`src/rtl/note_sequencer_pkg.sv`:
```
// Shared types and helpers for the note sequencer and its note table.
package note_sequencer_pkg;

    // Playback states.
    typedef enum logic [2:0] {
        StIdle,
        StLoad,
        StPlay,
        StGap,
        StAdvance
    } state_e;

    // Width of one note table entry: period in the upper bits, duration in the lower bits.
    function automatic int unsigned entry_width(input int unsigned counter_width,
                                                input int unsigned dur_width);
        return counter_width + dur_width;
    endfunction

endpackage

```
`src/rtl/note_sequencer_table.sv`:
```
// Note table: register file with synchronous write and combinational read.
module note_table #(
    parameter int unsigned AddrWidth  = 4,
    parameter int unsigned EntryWidth = 20
) (
    input  logic                  clk_i,
    input  logic                  wr_en_i,
    input  logic [AddrWidth-1:0]  wr_addr_i,
    input  logic [EntryWidth-1:0] wr_data_i,
    input  logic [AddrWidth-1:0]  rd_addr_i,
    output logic [EntryWidth-1:0] rd_data_o
);

    logic [EntryWidth-1:0] mem_q [2**AddrWidth];

    // Table contents are not reset; the host loads them before playback.
    always_ff @(posedge clk_i) begin
        if (wr_en_i) begin
            mem_q[wr_addr_i] <= wr_data_i;
        end
    end

    // Combinational read of the entry addressed by the sequencer.
    always_comb begin
        rd_data_o = mem_q[rd_addr_i];
    end

endmodule

```
`src/rtl/note_sequencer.sv`:
```
// Walks the note table and drives a square-wave generator's period and audio gate.
module note_sequencer
    import note_sequencer_pkg::*;
#(
    parameter int unsigned counter_width = 8,
    parameter int unsigned dur_width     = 12,
    parameter int unsigned addr_width    = 4,
    parameter int unsigned tick_div      = 1000,
    parameter int unsigned gap_ticks     = 1
) (
    input  logic                     clk,
    input  logic                     reset,
    input  logic                     wr_en,
    input  logic [addr_width-1:0]    wr_addr,
    input  logic [counter_width-1:0] wr_period,
    input  logic [dur_width-1:0]     wr_duration,
    input  logic [addr_width:0]      length,
    input  logic                     loop,
    input  logic                     start,
    input  logic                     stop,
    output logic [counter_width-1:0] frequency_control,
    output logic                     note_gate,
    output logic [addr_width-1:0]    note_index,
    output logic                     note_strobe,
    output logic                     busy,
    output logic                     done
);

    localparam int unsigned EntryWidth = entry_width(counter_width, dur_width);
    localparam int unsigned LenWidth   = addr_width + 1;
    localparam int unsigned PrescWidth = $clog2(tick_div);
    localparam int unsigned GapWidth   = (gap_ticks > 0) ? $clog2(gap_ticks + 1) : 1;

    state_e                  state_q, state_d;
    logic [addr_width-1:0]   idx_q, idx_d;
    logic [LenWidth-1:0]     len_q, len_d;
    logic [LenWidth-1:0]     skip_q, skip_d;
    logic                    loop_q, loop_d;
    logic [dur_width-1:0]    dur_q, dur_d;
    logic [GapWidth-1:0]     gap_q, gap_d;
    logic [PrescWidth-1:0]   presc_q, presc_d;
    logic [counter_width-1:0] freq_q, freq_d;
    logic                    gate_q, gate_d;
    logic                    strobe_q, strobe_d;
    logic                    done_q, done_d;

    logic [EntryWidth-1:0]    rd_entry;
    logic [counter_width-1:0] rd_period;
    logic [dur_width-1:0]     rd_duration;
    logic                     tick;
    logic                     last;
    logic                     finish;

    note_table #(
        .AddrWidth (addr_width),
        .EntryWidth(EntryWidth)
    ) u_note_table (
        .clk_i    (clk),
        .wr_en_i  (wr_en),
        .wr_addr_i(wr_addr),
        .wr_data_i({wr_period, wr_duration}),
        .rd_addr_i(idx_q),
        .rd_data_o(rd_entry)
    );

    // Entry decode, tick detection and last-entry detection.
    always_comb begin
        rd_period   = rd_entry[EntryWidth-1:dur_width];
        rd_duration = rd_entry[dur_width-1:0];
        tick        = (presc_q == PrescWidth'(tick_div - 1));
        last        = ({1'b0, idx_q} == len_q - LenWidth'(1));
    end

    // Next-state logic; stop overrides everything, including start and natural end.
    always_comb begin
        state_d  = state_q;
        idx_d    = idx_q;
        len_d    = len_q;
        skip_d   = skip_q;
        loop_d   = loop_q;
        dur_d    = dur_q;
        gap_d    = gap_q;
        freq_d   = freq_q;
        gate_d   = gate_q;
        strobe_d = 1'b0;
        done_d   = 1'b0;
        finish   = 1'b0;
        presc_d  = tick ? '0 : presc_q + PrescWidth'(1);

        unique case (state_q)
            StIdle: begin
                if (start && length != '0) begin
                    state_d = StLoad;
                    len_d   = length;
                    loop_d  = loop;
                    idx_d   = '0;
                    skip_d  = '0;
                    presc_d = '0;
                end
            end
            StLoad: begin
                if (rd_duration == '0) begin
                    // Skipped entry; a full lap of skips ends playback even when looping.
                    if ((skip_q + LenWidth'(1) == len_q) || (last && !loop_q)) begin
                        finish = 1'b1;
                    end else begin
                        skip_d = skip_q + LenWidth'(1);
                        idx_d  = last ? '0 : idx_q + addr_width'(1);
                    end
                end else begin
                    skip_d   = '0;
                    freq_d   = rd_period;
                    gate_d   = (rd_period != '0);
                    dur_d    = rd_duration;
                    strobe_d = 1'b1;
                    state_d  = StPlay;
                end
            end
            StPlay: begin
                if (tick) begin
                    dur_d = dur_q - dur_width'(1);
                    if (dur_q == dur_width'(1)) begin
                        if (gap_ticks > 0) begin
                            state_d = StGap;
                            gate_d  = 1'b0;
                            gap_d   = GapWidth'(gap_ticks);
                        end else begin
                            state_d = StAdvance;
                        end
                    end
                end
            end
            StGap: begin
                if (tick) begin
                    gap_d = gap_q - GapWidth'(1);
                    if (gap_q == GapWidth'(1)) begin
                        state_d = StAdvance;
                    end
                end
            end
            StAdvance: begin
                if (last && !loop_q) begin
                    finish = 1'b1;
                end else begin
                    idx_d   = last ? '0 : idx_q + addr_width'(1);
                    state_d = StLoad;
                end
            end
            default: begin
                state_d = StIdle;
            end
        endcase

        if (finish) begin
            state_d = StIdle;
            idx_d   = '0;
            freq_d  = '0;
            gate_d  = 1'b0;
            done_d  = 1'b1;
        end

        if (stop) begin
            state_d  = StIdle;
            idx_d    = '0;
            freq_d   = '0;
            gate_d   = 1'b0;
            strobe_d = 1'b0;
            done_d   = 1'b0;
        end
    end

    // State and output registers.
    always_ff @(posedge clk or negedge reset) begin
        if (!reset) begin
            state_q  <= StIdle;
            idx_q    <= '0;
            len_q    <= '0;
            skip_q   <= '0;
            loop_q   <= 1'b0;
            dur_q    <= '0;
            gap_q    <= '0;
            presc_q  <= '0;
            freq_q   <= '0;
            gate_q   <= 1'b0;
            strobe_q <= 1'b0;
            done_q   <= 1'b0;
        end else begin
            state_q  <= state_d;
            idx_q    <= idx_d;
            len_q    <= len_d;
            skip_q   <= skip_d;
            loop_q   <= loop_d;
            dur_q    <= dur_d;
            gap_q    <= gap_d;
            presc_q  <= presc_d;
            freq_q   <= freq_d;
            gate_q   <= gate_d;
            strobe_q <= strobe_d;
            done_q   <= done_d;
        end
    end

    // Outputs come straight from registers.
    always_comb begin
        frequency_control = freq_q;
        note_gate         = gate_q;
        note_index        = idx_q;
        note_strobe       = strobe_q;
        busy              = (state_q != StIdle);
        done              = done_q;
    end

endmodule

```
`config.mk`:
```
export PLATFORM = sky130hd
export DESIGN_NAME = note_sequencer
export DESIGN_NICKNAME = d
export VERILOG_FILES = /design/src/rtl/note_sequencer_pkg.sv /design/src/rtl/note_sequencer_table.sv /design/src/rtl/note_sequencer.sv
export SDC_FILE = /design/constraint.sdc
export NUM_CORES = 1
export LEC_CHECK = 0
export CAP_MARGIN = 40
export CORE_MARGIN = 2
export CORE_UTILIZATION = 40
export CTS_CLUSTER_DIAMETER = 80
export DETAILED_ROUTE_END_ITERATION = 6
export PLACE_DENSITY_LB_ADDON = 0.12
export SYNTH_ARGS = -nofsm -noshare
export SYNTH_HDL_FRONTEND = slang
export SYNTH_SLANG_ARGS = --single-unit
```
`constraint.sdc`:
```
create_clock -name clk -period 3.5 [get_ports clk]
set_input_delay 0.7 -clock clk [delete_from_list [all_inputs] [get_ports clk]]
set_output_delay 0.7 -clock clk [all_outputs]
set_load 0.02 [all_outputs]
```
After elaboration in Yosys (flattened, before gate mapping)
Memory sizes are Yosys's and may differ from the RTL's.
Cells that the tools add are included.
{"block": "word_totals", "latchBits": 0, "out_inout_bits": 16, "rom_bits": 0, "n_memories": 1, "word_cells": 119, "ff_bits": 52, "mem_bits_rw": 320, "in_bits": 35}
{"block": "classes", "n_div": 0, "n_addsub": 6, "n_eq_ne": 24, "muxes": 53, "shifts": 0, "order_cmp": 0, "n_bitwise": 0, "n_reduce_logical": 23, "mul": 0}
{"name": "u_note_table.mem_q", "depth": 16, "word_bits": 20, "rd": 1, "rd_ports_with_merged_regs": 0, "wr": 1, "line_no": "note_sequencer_table.sv:14", "rtl": "logic [EntryWidth-1:0] mem_q [2**AddrWidth];"}
{"operator": "inequality test 4 bit, second input constant", "count": 9}
{"operator": "2-to-1 mux 8 bit", "count": 4}
{"operator": "2-to-1 mux 10 bit", "count": 3}
{"operator": "2-to-1 mux 4 bit", "count": 7}
{"operator": "2-to-1 mux 3 bit", "count": 9}
{"operator": "2-to-1 mux 12 bit", "count": 2}
{"operator": "one-hot mux 12 bit (2 select lines)", "count": 1}
{"operator": "2-to-1 mux 1 bit", "count": 18}
{"operator": "2-to-1 mux 5 bit", "count": 3}
{"operator": "one-hot mux 3 bit (5 select lines)", "count": 1}
{"operator": "== test 12 x 1 -> 1 bit, second input constant", "count": 1}
{"operator": "zero test 12 bit", "count": 1}
{"operator": "one-hot mux 4 bit (3 select lines)", "count": 1}
{"operator": "subtractor 12 x 1 -> 12 bit, second input constant", "count": 1}
{"operator": "adder 10 x 1 -> 10 bit, second input constant", "count": 1}
{"operator": "== test 10 bit, second input constant", "count": 1}
{"operator": "inequality test 2 bit, second input constant", "count": 5}
{"operator": "one-hot mux 5 bit (2 select lines)", "count": 1}
{"operator": "nonzero test 5 bit", "count": 2}
{"operator": "AND reduction 4 bit", "count": 2}
{"operator": "nonzero test 8 bit", "count": 1}
{"operator": "AND reduction 7 bit", "count": 1}
{"operator": "== test 3 x 2 -> 1 bit, second input constant", "count": 2}
{"operator": "inequality test 3 bit, second input constant", "count": 2}
{"operator": "other kinds (19)", "count": 27}

Longest topological paths before layout
{"block": "logic_depth", "ltp_word": 9, "depth_mapped": 12}

By module
From an unflattened synthesis, not the netlist that was laid out.
{"block": "hier_totals", "hier_cells": 826, "area_unflattened_um2": 15097.0}
{"module": "note_table", "cells_per_inst": 513, "n_inst": 1, "seq_area_each_um2": 9609.2, "area_per_inst_um2": 12130.4}
{"module": "note_sequencer", "cells_per_inst": 313, "n_inst": 1, "seq_area_each_um2": 1301.2, "area_per_inst_um2": 2966.6}

Least setup slack after synthesis
Ideal clock, no wire load.
{"block": "synth_timing", "kind": "register to register", "start": "register idx_q[0], in the netlist note_index[0]", "end": "register dur_q[10]", "path_stages_with_launch": 11, "setup_ns": 0.148, "slack_ns": 0.046, "period_less_slack_ns": 3.454, "arrival_time_ns": 3.307, "t_required_ns": 3.352, "path_cell_list": "dfrtp_1 buf_4 buf_2 buf_2 mux4_2 a221o_1 or4_1 buf_2 a21oi_2 buf_4 o221ai_1"}
{"block": "synth_via", "elab_chain_len": 4, "word_cells_on_any_way": 6, "cone_classes": "eq/ne (1); mux (2); reduce/logical (2); memory (1)"}
{"item": "start: declaration", "line_no": "note_sequencer.sv:35", "rtl": "logic [addr_width-1:0] idx_q, idx_d;"}
{"item": "start signal: assignment", "line_no": "note_sequencer.sv:189", "rtl": "idx_q <= idx_d;"}
{"item": "memory read (16 x 20 bit) *"}
{"item": "zero test 12 bit", "line_no": "note_sequencer.sv:102", "rtl": "if (rd_duration == '0) begin"}
{"item": "inequality test 2 bit (no line)"}
{"item": "AND reduction 3 bit (no line)"}
{"item": "end signal: assignment", "line_no": "note_sequencer.sv:193", "rtl": "dur_q <= dur_d;"}
{"item": "end: declaration", "line_no": "note_sequencer.sv:39", "rtl": "logic [dur_width-1:0] dur_q, dur_d;"}
Mark *: on every way between the ends. The rest lies on a longest branch, timed or not. The select of a mux whose other input is x is not followed.
A chain may end at the register's enable or synchronous reset.

Worst setup path after layout
{"block": "layout_timing", "start": "register idx_q[0], in the netlist note_index[0]", "end": "register dur_q[5]"}
The elaborated chain is that of the path after synthesis.

==> results.py <==
metrics = {
    "logic_synthesis": {
        "synth_area_leaders": "edfxtp_1 63%, mux4_2 13%, dfrtp_1 8.6%, a22oi_1 1.1%, nand2_1 0.99%",
        "ys_seq_elements": 372,
        "synth_warnings": 0,
        "synthDistinctLibCells": 58,
        "synth-edff-count": 320,
        "syn_avg_cell_area_um2": 18.2,
        "synth_top_area_share_pct": 63.3,
        "syn-num-nets": 874,
        "synthCells": 833,
        "synth_largest_area_cell": "edfxtp_1",
        "synth_most_common_cell": "edfxtp_1",
        "synth_commonest_cells": "320 x edfxtp_1, 88 x mux4_2, 52 x dfrtp_1",
        "synth_flop_cell": "edfxtp_1",
        "ys_seq_area_share_pct": 71.8,
        "synthArstFlopShare_pct": 14.0,
        "synth_area_um2": 15200,
    },
    "drt": {
        "vias_per_cell": 5.66,
        "drt-total-wl_um": 36700,
        "antenna_left": 0,
        "firstDrtPassIters": 5,
        "num_vias": 8525,
        "drc_errors": 0,
        "wl_per_cell_um": 24.3,
        "drt_iter0_markers": 748,
    },
    "sta": {
        "skew_ns": 0.0135,
        "max_freq_mhz": 294,
        "fin_crit_ns": 3.40,
        "finalCritPeriodShare_pct": 97.2,
        "maxSlewHeadroom_pct": 43.6,
        "worstMarginPinSlew_ns": 0.845,
        "setup_viol": 0,
        "drv_slew": 0,
        "hold_viol_final": 0,
    },
    "worst_setup_path": {
        "r2r_end": "dur_q[5]$_DFFE_PN0P_",
        "worstPathMaxFanout": 10,
        "worstPathArrival_ns": 3.78,
        "worstPathRequired_ns": 3.88,
        "ff2ff_path_depth": 10,
        "critPathCaptureType": "register",
        "reg2reg_from": "note_index[0]$_DFFE_PN0P_",
        "r2r_setup_slack_ns": 0.1,
        "worstSetupPathType": "reg -> reg",
        "startpoint_type": "register",
    },
    "cts": {
        "cts_buffers": 42,
        "clock_sinks": 372,
        "insertion_delay_ns": 0.54,
        "htree_levels": 2,
        "ctsHoldBuffers": 0,
        "clock_tree.buffer_depth": 3,
        "clk_pin_slew_ns": 0.06,
        "cts-root-buf": "clkbuf_16",
        "cts_tree": "built",
    },
    "grt": {
        "antenna_found_initial": 0,
        "grt_start_max_net_pins": 43,
        "grt_pass1_wl_um": 54900,
        "overflow": 0,
        "track_usage_pct": 18.9,
        "grt_pass1_vias": 8816,
    },
    "placed_design": {
        "numPortBuffers": 50,
        "placed_cell_area_um2": 16800,
        "dpl.hpwl_um": 21400,
        "place_inst": 1415,
        "gp_congestion": 0.804,
    },
    "cells_and_area": {
        "multi_input_area_um2": 4200,
        "synthToLayoutAreaGrowth_pct": 21.8,
        "fin_util_pct": 49.3,
        "fin_area_um2": 18500,
        "layout.area.seq_um2": 10900,
        "nets": 1003,
        "antennaDiodeCount": 0,
        "n_fill_cell": 3089,
        "instances_no_fill": 1506,
        "drive_above_1_share_pct": 28.0,
    },
    "run_status": {
        "status": "finished, final reports clean",
    },
    "hold_path": {
        "worstHoldPathType": "in -> async",
    },
    "floorplan": {
        "initial_core_util_pct": 40.4,
        "die_x_um": 199,
        "coreArea_um2": 37600,
        "die-area_um2": 39600,
        "die_y_um": 199,
        "ios": 51,
        "rows": 71,
    },
    "pwr": {
        "power_density_nw_per_um2": 615,
        "leakagePower_nw": 6.08,
        "p_total_w": 0.0114,
        "max-vdd-ir-drop_mv": 0.330,
    },
    "run": {
        "drv_cap": 0,
    },
}
==> layout make-up <==
| cell class | count | share of cell area [%] |
|---|---|---|
| Sequential cell | 372 | 59.0 |
| Multi-Input combinational cell | 406 | 22.7 |
| Timing Repair Buffer | 126 | 6.84 |
| Clock buffer | 51 | 6.21 |
| Tap cell | 511 | 3.45 |
| Clock inverter | 26 | 1.56 |
| Inverter | 14 | 0.284 |
==> layout by cell type (no fill, tap or decap), types with 17 or more instances in the layout <==
cell,netlist,final
edfxtp_1,320,320
nor2_1,39,27
nor3_1,21,17
clkdlybuf4s50_1,0,49
nand3_1,18,18
nand2_1,40,34
buf_4,3,57
mux4_2,88,88
clkbuf_16,0,48
dfrtp_1,52,50
==> sequential cells by signal, summed over array words and instances (netlist names), 3 cells and up <==
signal,cells
dur_q,12
frequency_control,8
len_q,5
note_index,4
presc_q,10
skip_q,5
state_q,3
u_note_table.mem_q,320
==> where the power goes <==
| group | total, W | internal, W | leakage [nW] | switching [W] |
|---|---|---|---|---|
| clock | 0.00452 | 0.00278 | 0.695 | 0.00173 |
| sequential | 0.00529 | 0.00506 | 3.56 | 0.000237 |
| combinational | 0.00156 | 0.000746 | 1.82 | 0.000818 |
| total | 0.0114 | 0.00859 | 6.08 | 0.00279 |
==> worst max-delay path, cell delays in order, from the launching register on <==
cell	delay [ns]
dfrtp_4	0.54
buf_12	0.17
mux4_2	0.51
a22oi_2	0.21
nand2_2	0.09
or4_4	0.55
or4_4	0.52
buf_6	0.16
a21oi_4	0.17
buf_4	0.18
o221ai_1	0.13
==> metrics by stage <==
| stage | worst slack [ns] | TNS (ns) | hold slack [ns] |
|---|---|---|---|
| 6_report | 0.0995 | 0 | 0.134 |
| 5_1_grt | -0.00569 | -0.00702 | 0.157 |
| 4_1_cts | 0.00867 | 0 | 0.126 |
| 3_5_place_dp | 0.0236 | 0 | 0.467 |
| 3_3_place_gp | 0.0482 | 0 | 0.457 |
| 2_1_floorplan | 0.0456 | 0 | 0.404 |
==> cell families after synthesis <==
family	synth area share (%)
DFF	71.8
and+or+nand+nor	5.86
adders and majority gates	0.494
muxes	13.8
AOI/OAI and AO/OA	5.31
xor gates and xnor gates	1.21
buffers and inverters	1.54
==> routing by layer <==
layer | vias to the layer above | GRT usage, % | part of all wire [%]
li1 | 3701 | - | -
met1 | 4503 | 27.4 | 45
met2 | 275 | 30.1 | 48
met3 | 46 | 2.73 | 5.3
met4 | 0 | 5.28 | 1.6
met5 | - | 0 | 0
==> worst max path at each step <==
| stage | from | end | slack, ns | cells after the start |
|---|---|---|---|---|
| finish | note_index[0]$_DFFE_PN0P_ | dur_q[5]$_DFFE_PN0P_ | 0.1 | 10 |
| global route | note_index[0]$_DFFE_PN0P_ | dur_q[6]$_DFFE_PN0P_ | -0.006 | 11 |
| CTS | note_index[0]$_DFFE_PN0P_ | dur_q[6]$_DFFE_PN0P_ | 0.009 | 11 |
| detailed placement | note_index[0]$_DFFE_PN0P_ | dur_q[8]$_DFFE_PN0P_ | 0.02 | 11 |
| global placement | note_index[0]$_DFFE_PN0P_ | dur_q[4]$_DFFE_PN0P_ | 0.05 | 11 |
| floorplan | note_index[0]$_DFFE_PN0P_ | dur_q[10]$_DFFE_PN0P_ | 0.05 | 10 |
==> timing repair <==
item,CTS,global route
buffers inserted,0,10
endpoints found under the setup margin,0,25
gates resized for setup,0,32
No activity file was read; power rests on OpenSTA's default activity.
